### config.mk
export PLATFORM = sky130hd
export DESIGN_NAME = bus_arbiter
export DESIGN_NICKNAME = d
export VERILOG_FILES = /design/src/rtl/bus_arbiter_pkg.sv /design/src/rtl/bus_arbiter.sv
export SDC_FILE = /design/constraint.sdc
export NUM_CORES = 1
export LEC_CHECK = 0
export ABC_AREA = 0
export BUFFER_PORTS_ARGS = -buffer_cell sky130_fd_sc_hd__buf_2
export CORE_ASPECT_RATIO = 0.5
export CORE_UTILIZATION = 40
export CTS_CLUSTER_SIZE = 40
export DETAILED_ROUTE_END_ITERATION = 8
export PLACE_DENSITY = 0.79
export SYNTH_ARGS = -nofsm -noshare
export SYNTH_HDL_FRONTEND = slang
export SYNTH_SLANG_ARGS = --single-unit
### constraint.sdc
create_clock -name clk -period 2.28 [get_ports clk]
set_input_delay 0.228 -clock clk [delete_from_list [all_inputs] [get_ports clk]]
set_output_delay 0.228 -clock clk [all_outputs]
set_load 0.01 [all_outputs]
### src/rtl/bus_arbiter_pkg.sv
// Shared encodings and constants for the instruction/data bus arbiter.
package bus_arbiter_pkg;

    typedef enum logic [1:0] {
        BusIdle    = 2'd0,
        BusBusyIf  = 2'd1,
        BusBusyMem = 2'd2
    } bus_state_e;

    localparam logic [3:0] BusSelAll   = 4'b1111;
    localparam int         TimeoutCntW = 8;

endpackage

### src/rtl/bus_arbiter.sv
// Arbitrates one Wishbone-style memory port between instruction fetch and data access,
// with registered grant, flush annulment of fetches and a hung-cycle timeout.
module bus_arbiter
    import bus_arbiter_pkg::*;
#(
    parameter int unsigned TIMEOUT_CYCLES = 255
) (
    input  logic        clk,
    input  logic        rst,
    input  logic        if_req_i,
    input  logic [31:0] if_addr_i,
    output logic [31:0] if_data_o,
    output logic        if_ready_o,
    input  logic        mem_req_i,
    input  logic        mem_we_i,
    input  logic [3:0]  mem_sel_i,
    input  logic [31:0] mem_addr_i,
    input  logic [31:0] mem_data_i,
    output logic [31:0] mem_data_o,
    output logic        mem_ready_o,
    input  logic        flush_i,
    output logic        stallreq_if_o,
    output logic        stallreq_mem_o,
    output logic        bus_cyc_o,
    output logic        bus_stb_o,
    output logic        bus_we_o,
    output logic [3:0]  bus_sel_o,
    output logic [31:0] bus_addr_o,
    output logic [31:0] bus_data_o,
    input  logic [31:0] bus_data_i,
    input  logic        bus_ack_i,
    output logic        bus_err_o
);

    localparam logic [TimeoutCntW-1:0] TimeoutLast = TimeoutCntW'(TIMEOUT_CYCLES - 1);

    bus_state_e             state_q, state_d;
    logic [TimeoutCntW-1:0] cnt_q, cnt_d;
    logic                   annul_q, annul_d;
    logic                   cyc_q, cyc_d;
    logic                   we_q, we_d;
    logic [3:0]             sel_q, sel_d;
    logic [31:0]            addr_q, addr_d;
    logic [31:0]            wdata_q, wdata_d;
    logic                   if_ready_q, if_ready_d;
    logic [31:0]            if_data_q, if_data_d;
    logic                   mem_ready_q, mem_ready_d;
    logic [31:0]            mem_data_q, mem_data_d;
    logic                   err_q, err_d;

    // NOTE: asynchronous reset so a reset mid-transfer drops cyc/stb without waiting for a clock edge.
    always_ff @(posedge clk or negedge rst) begin
        if (!rst) begin
            state_q     <= BusIdle;
            cnt_q       <= '0;
            annul_q     <= 1'b0;
            cyc_q       <= 1'b0;
            we_q        <= 1'b0;
            sel_q       <= 4'b0000;
            addr_q      <= '0;
            wdata_q     <= '0;
            if_ready_q  <= 1'b0;
            if_data_q   <= '0;
            mem_ready_q <= 1'b0;
            mem_data_q  <= '0;
            err_q       <= 1'b0;
        end else begin
            // NOTE: non-blocking assignments so every register samples the pre-edge values.
            state_q     <= state_d;
            cnt_q       <= cnt_d;
            annul_q     <= annul_d;
            cyc_q       <= cyc_d;
            we_q        <= we_d;
            sel_q       <= sel_d;
            addr_q      <= addr_d;
            wdata_q     <= wdata_d;
            if_ready_q  <= if_ready_d;
            if_data_q   <= if_data_d;
            mem_ready_q <= mem_ready_d;
            mem_data_q  <= mem_data_d;
            err_q       <= err_d;
        end
    end

    always_comb begin
        // NOTE: every signal gets a default first so no path through the case infers a latch.
        state_d     = state_q;
        cnt_d       = cnt_q;
        annul_d     = annul_q;
        cyc_d       = cyc_q;
        we_d        = we_q;
        sel_d       = sel_q;
        addr_d      = addr_q;
        wdata_d     = wdata_q;
        if_ready_d  = 1'b0;
        if_data_d   = '0;
        mem_ready_d = 1'b0;
        mem_data_d  = '0;
        err_d       = 1'b0;

        unique case (state_q)
            BusIdle: begin
                annul_d = 1'b0;
                // No new grant in the cycle carrying a ready pulse; the requester is still updating req.
                if (!(if_ready_q || mem_ready_q)) begin
                    if (mem_req_i) begin
                        state_d = BusBusyMem;
                        cnt_d   = '0;
                        cyc_d   = 1'b1;
                        we_d    = mem_we_i;
                        sel_d   = mem_sel_i;
                        addr_d  = mem_addr_i;
                        wdata_d = mem_data_i;
                    end else if (if_req_i && !flush_i) begin
                        state_d = BusBusyIf;
                        cnt_d   = '0;
                        cyc_d   = 1'b1;
                        we_d    = 1'b0;
                        sel_d   = BusSelAll;
                        addr_d  = if_addr_i;
                        wdata_d = '0;
                    end
                end
            end
            BusBusyIf, BusBusyMem: begin
                if (state_q == BusBusyIf && flush_i) annul_d = 1'b1;
                // Ack on the last timeout cycle still counts as a normal completion.
                if (bus_ack_i || cnt_q == TimeoutLast) begin
                    state_d = BusIdle;
                    cnt_d   = '0;
                    cyc_d   = 1'b0;
                    err_d   = !bus_ack_i;
                    if (state_q == BusBusyIf) begin
                        if_ready_d = !(annul_q || flush_i);
                        if_data_d  = (bus_ack_i && if_ready_d) ? bus_data_i : '0;
                    end else begin
                        mem_ready_d = 1'b1;
                        mem_data_d  = (bus_ack_i && !we_q) ? bus_data_i : '0;
                    end
                end else begin
                    cnt_d = cnt_q + 1'b1;
                end
            end
            default: state_d = BusIdle;
        endcase
    end

    assign bus_cyc_o      = cyc_q;
    assign bus_stb_o      = cyc_q;
    assign bus_we_o       = we_q;
    assign bus_sel_o      = sel_q;
    assign bus_addr_o     = addr_q;
    assign bus_data_o     = wdata_q;
    assign bus_err_o      = err_q;
    assign if_ready_o     = if_ready_q;
    assign if_data_o      = if_data_q;
    assign mem_ready_o    = mem_ready_q;
    assign mem_data_o     = mem_data_q;
    assign stallreq_if_o  = if_req_i & ~if_ready_q;
    assign stallreq_mem_o = mem_req_i & ~mem_ready_q;

endmodule

# Yosys cells after proc, flatten, opt, wreduce, memory -nomap -nowiden
# Index checks and enable logic that the tools add are counted.
[totals]
regBits = 148
output_inout_bits = 140
[classes]
addsub = 1
n_eq_ne = 7
mux = 41
n_bitwise = 5
reduce_logical = 20
[ops]
columns = ["op", "count"]
rows = [
  ["$mux W32", 12],
  ["$mux W8", 4],
  ["$pmux W8 S2", 1],
  ["$mux W1", 15],
  ["$reduce_and A3 Y1", 3],
  ["$add A8 B1 Y8 const B", 1],
  ["$eq A8 B8 Y1 const B", 1],
  ["$mux W2", 4],
  ["$mux W4", 2],
  ["$ne A2 B2 Y1 const B", 3],
  ["$logic_and A1 B1 Y1", 4],
  ["$logic_not A1 Y1", 4],
  ["$pmux W1 S2", 2],
  ["$pmux W2 S2", 1],
  ["$reduce_and A4 Y1", 1],
  ["$reduce_bool A2 Y1", 2],
  ["$logic_or A1 B1 Y1", 3],
  ["$ne A3 B3 Y1 const B", 1],
  ["$not A1 Y1", 3],
  ["$and A1 B1 Y1", 2],
  ["$eq A2 B1 Y1 const B", 1],
  ["$eq A2 B2 Y1 const B", 1],
  ["$logic_not A2 Y1", 1],
  ["$reduce_and A2 Y1", 1],
  ["$reduce_or A2 Y1", 1],
]

# Depth between registers and ports, before layout
[depth]
ltp_word = 7
mapped_depth = 7
mapped_depth_nobuf = 6

# Worst setup path after synthesis
# No wires, ideal clock.
[synth_path]
kind = "register to register"
startpoint = "reg state_q[0]"
endpoint = "reg cnt_q[5]"
arrival_time_ns = 1.637
required_time_ns = 2.176
path_slack_ns = 0.539
stages_incl_launch_ff = 7
path_buffers = 0
cell_sequence = "dfrtp_1 > inv_1 > ha_1 > nand2b_1 > o21bai_4 > or3_1 > o311ai_1"
[synth_via]
elab_chain_cells = 4
elab_cells_between_ends = 9
cone_classes = "4 x eq/ne; 1 x mux; 4 x reduce/logical"
[synth_rtl]
columns = ["item", "line", "source"]
rows = [
  ["start: declaration", "bus_arbiter.sv:37", "bus_state_e state_q, state_d;"],
  ["start signal: assignment", "bus_arbiter.sv:54", "state_q <= BusIdle;"],
  ["start signal: assignment", "bus_arbiter.sv:69", "state_q <= state_d;"],
  ["$eq A2 B1 Y1 / $eq A2 B2 Y1 (equally long branches)", "bus_arbiter.sv:101", "unique case (state_q)"],
  ["$reduce_or A2 Y1", "bus_arbiter.sv:101", ""],
  ["$reduce_bool A2 Y1 (no line)", "n/a", ""],
  ["$reduce_and A3 Y1 (no line)", "n/a", ""],
  ["end signal: assignment", "bus_arbiter.sv:70", "cnt_q <= cnt_d;"],
  ["end: declaration", "bus_arbiter.sv:38", "logic [TimeoutCntW-1:0] cnt_q, cnt_d;"],
]
# Parallel ways exist; a longest one is shown, timed or not.
# A chain may end at the register's enable or synchronous reset.

# Worst setup path in the final report
# Ends and elaborated chain as after synthesis.

==> metrics.md <==
| Metric | Value |
|---|---|
| Pre-antenna DRT Iters | `4` |
| Synth warn | `0` |
| Gr usage total | `19.67%` |
| Row count | `30` |
| Post-DR vias/cell | `4.607` |
| Prevailing post-synth register cell | `dfrtp_1` |
| Port bufs | `278` |
| Min-Delay Path Depth | `2` |
| Routed WL | `14310 µm` |
| Worst R2R Start | `state_q[0]` |
| CORE AREA | `13850 µm²` |
| Flops & latches, synth | `148` |
| Postcts setup bufs | `0` |
| Largest net degree at the start of global routing | `70` |
| Chip height | `87.08 µm` |
| Post-Syn Area | `5791 µm²` |
| Post-route setup TNS | `0 ps` |
| Final net count | `937` |
| Hold/Removal Path Class | `in2reg` |
| Max-Cap Viols | `0` |
| Crit. End Element | `flip-flop` |
| Clock latency on the worst-skew pair | `410 ps` |
| Top-area cell type share of the netlist area | `63.96%` |
| Synth unique cells | `37` |
| P per Cell Area | `1177 nW/µm²` |
| First-pass GRT wire length | `22510 µm` |
| Clock Pin Slew Worst Setup and Hold Paths | `60 ps` |
| CTS tree | `done` |
| Die Wd | `172.2 µm` |
| Routed WL per cell | `14.32 µm` |
| CTS H-tree lvls | `4` |
| Layout cells sized above 1 | `40.64%` |
| GPL Wtd Cong | `0.7710` |
| Cell taking the most area after synthesis | `dfrtp_1` |
| Placed instance area | `7455 µm²` |
| DP Wirelength | `10490 µm` |
| Leakage | `4.422 nW` |
| Syn Nets | `659` |
| Mapped Cells | `516` |
| Max VDD drop | `0.5107 mV` |
| Root buffer cell | `clkbuf_16` |
| Tightest Pin Transition | `691.9 ps` |
| FFs w/ async S/R, synth | `100.0%` |
| Critical path class | `reg2reg` |
| Grt ovf | `0` |
| R2r endpoint | `cnt_q[5]` |
| Final period util | `84.46%` |
| Max Slew Vio Count | `0` |
| Register area share after synthesis | `63.96%` |
| CTS Buffer Depth | `2` |
| Status | `complete, no violations` |
| Final-report hold violation count | `0` |
| RSZ-0062 raised after global routing | `false` |
| Crit path from | `state_q[0]` |
| Final min period | `1926 ps` |
| Post-synth EDFFs | `0` |
| Cell area after layout | `8082 µm²` |
| Area growth from synthesis to layout | `39.56%` |
| Required time worst endpoint | `2580 ps` |
| Register-to-Register Path Depth | `6` |
| Inserted Diodes | `0` |
| Worst hold path endpoint | `mem_data_o[20]` |
| Cts bufs inserted | `17` |
| Hold Path Origin | `bus_data_i[20]` |
| Relative slew slack | `53.66%` |
| Total Die Area | `14990 µm²` |
| Critical-path maximum fanout | `7` |
| Initial core utilization | `41.81%` |
| I/O pin count | `279` |
| 1st-iter DRT viols | `221` |
| Reg2reg setup slack | `350 ps` |
| Avg Cell Area, Syn | `11.22 µm²` |
| CTS Sinks | `148` |
| Max Clk Rate | `0.5193 GHz` |
| Main area contributors after synthesis | `dfrtp_1 64%, nand2_1 7.1%, and2_1 6.9%` |
| Post-route DRC | `0` |
| Startpoint types | `flip-flop` |
| Antenna violation net count after detailed routing | `0` |
| Initial antenna violation count | `2` |
| Clk_skew | `9.593 ps` |
| Setup-failing EPs final | `0` |
| Worst Path Arrival | `2220 ps` |
| Vias in the first global route | `4586` |
| Via count | `4602` |
final cells by class:
class / count / area (µm²)
fill: 1198 / 5769
timing repair buffer: 290 / 1553
multi-input combinational: 333 / 1953
tap: 192 / 240.2
clock inverter: 13 / 173.9
inverter: 4 / 15.01
clock buffer: 19 / 442.9
sequential: 148 / 3704
logic make-up (layout without fill, tap and decap cells):
kind of cell | after synthesis | after routing | share of synthesized area [%]
adder cells (fa/ha/maj) | 4 | 4 | 0.8643
flip-flops | 148 | 148 | 63.96
AND/OR/NAND/NOR | 200 | 200 | 16.92
multiplexers | 33 | 33 | 5.704
buffers and inverters | 35 | 326 | 2.766
AO/OA/AOI/OAI | 96 | 96 | 9.788
metrics by stage:
| stage | util [%] | std cells | hold slack (ps) | total power [W] | setup slack (ps) |
|---|---|---|---|---|---|
| after floorplan | - | 516 | -67.59 | 0.005357 | 539.3 |
| after global placement | 53.82 | 966 | 235.1 | 0.006567 | 462.7 |
| after detailed placement | 53.82 | 966 | 239.3 | 0.006692 | 339.1 |
| after CTS | 58.35 | 999 | 19.35 | 0.009632 | 362.9 |
| after global routing | 58.35 | 999 | 22.31 | 0.01013 | 173.0 |
| final | 58.35 | 999 | 34.47 | 0.009509 | 354.4 |
worst max-delay path, cell delays in order (launching register included):
cell,delay [ps]
dfrtp_1,370
inv_1,60
ha_1,390
nand2b_1,110
o21bai_4,210
or3_1,420
o311ai_1,250
Yosys cell counts (all sizes together), types with 4 or more instances:
master,n
nand2,109
and2,64
nor2b,7
dfrtp,148
nand3,4
nor2,4
mux2i,33
ha,4
o21ai,76
inv,4
clkbuf,17
buf,14
per-layer routing:
metal / vias to the layer above / part of all wire (%) / track usage, %
met5: - / 0.15 / 0
met4: 4 / 1.3 / 7.723
met3: 16 / 5.3 / 4.861
met2: 115 / 53 / 36.00
met1: 2208 / 40 / 22.26
li1: 2259 / - / -
flip-flops by register name, summed over array words and instances (netlist names), 2 cells and up:
signal and cells:
bus_addr_o 32, bus_data_o 32, if_data_o 32, mem_data_o 32, cnt_q 8, bus_sel_o 4, state_q 2
worst max-delay path by stage:
| stage | to | slack (ps) | depth (start not counted) |
|---|---|---|---|
| final | cnt_q[5] | 350 | 6 |
| after global routing | cnt_q[5] | 170 | 6 |
| after CTS | cnt_q[5] | 360 | 6 |
| after detailed placement | cnt_q[5] | 340 | 6 |
| after global placement | cnt_q[5] | 460 | 6 |
| after floorplan | cnt_q[5] | 540 | 6 |
placed cells by master, fill, tap and decap left out, types with 3 or more instances in the layout:
| cell type | Yosys | routed |
|---|---|---|
| buf_2 | 11 | 277 |
| dfrtp_1 | 148 | 148 |
| nand2_1 | 109 | 109 |
| o21ai_0 | 75 | 75 |
| and2_1 | 64 | 64 |
| mux2i_1 | 33 | 33 |
| clkbuf_16 | 0 | 17 |
| nor2b_1 | 7 | 7 |
| buf_4 | 2 | 6 |
| buf_12 | 0 | 5 |
| inv_1 | 4 | 4 |
| nand3_1 | 4 | 4 |
| nor2_1 | 4 | 4 |
| ha_1 | 4 | 4 |
| clkinv_4 | 0 | 4 |
| nand2b_1 | 3 | 3 |
| nor3_1 | 3 | 3 |
| a2bb2oi_1 | 3 | 3 |
| bufinv_16 | 0 | 3 |
power by group:
group	total (W)	internal, W	switching [W]
Sequential	0.00370	0.00336	0.000345
Clock	0.00290	0.00177	0.00113
Combinational	0.00291	0.00119	0.00172
Total	0.00951	0.00632	0.00319
timing repair:
item / CTS / global route
endpoints found under the hold margin: 56 / 0
hold buffers: 1 / 0
gates resized for setup: 0 / 0
(Power assumes the default switching activity.)
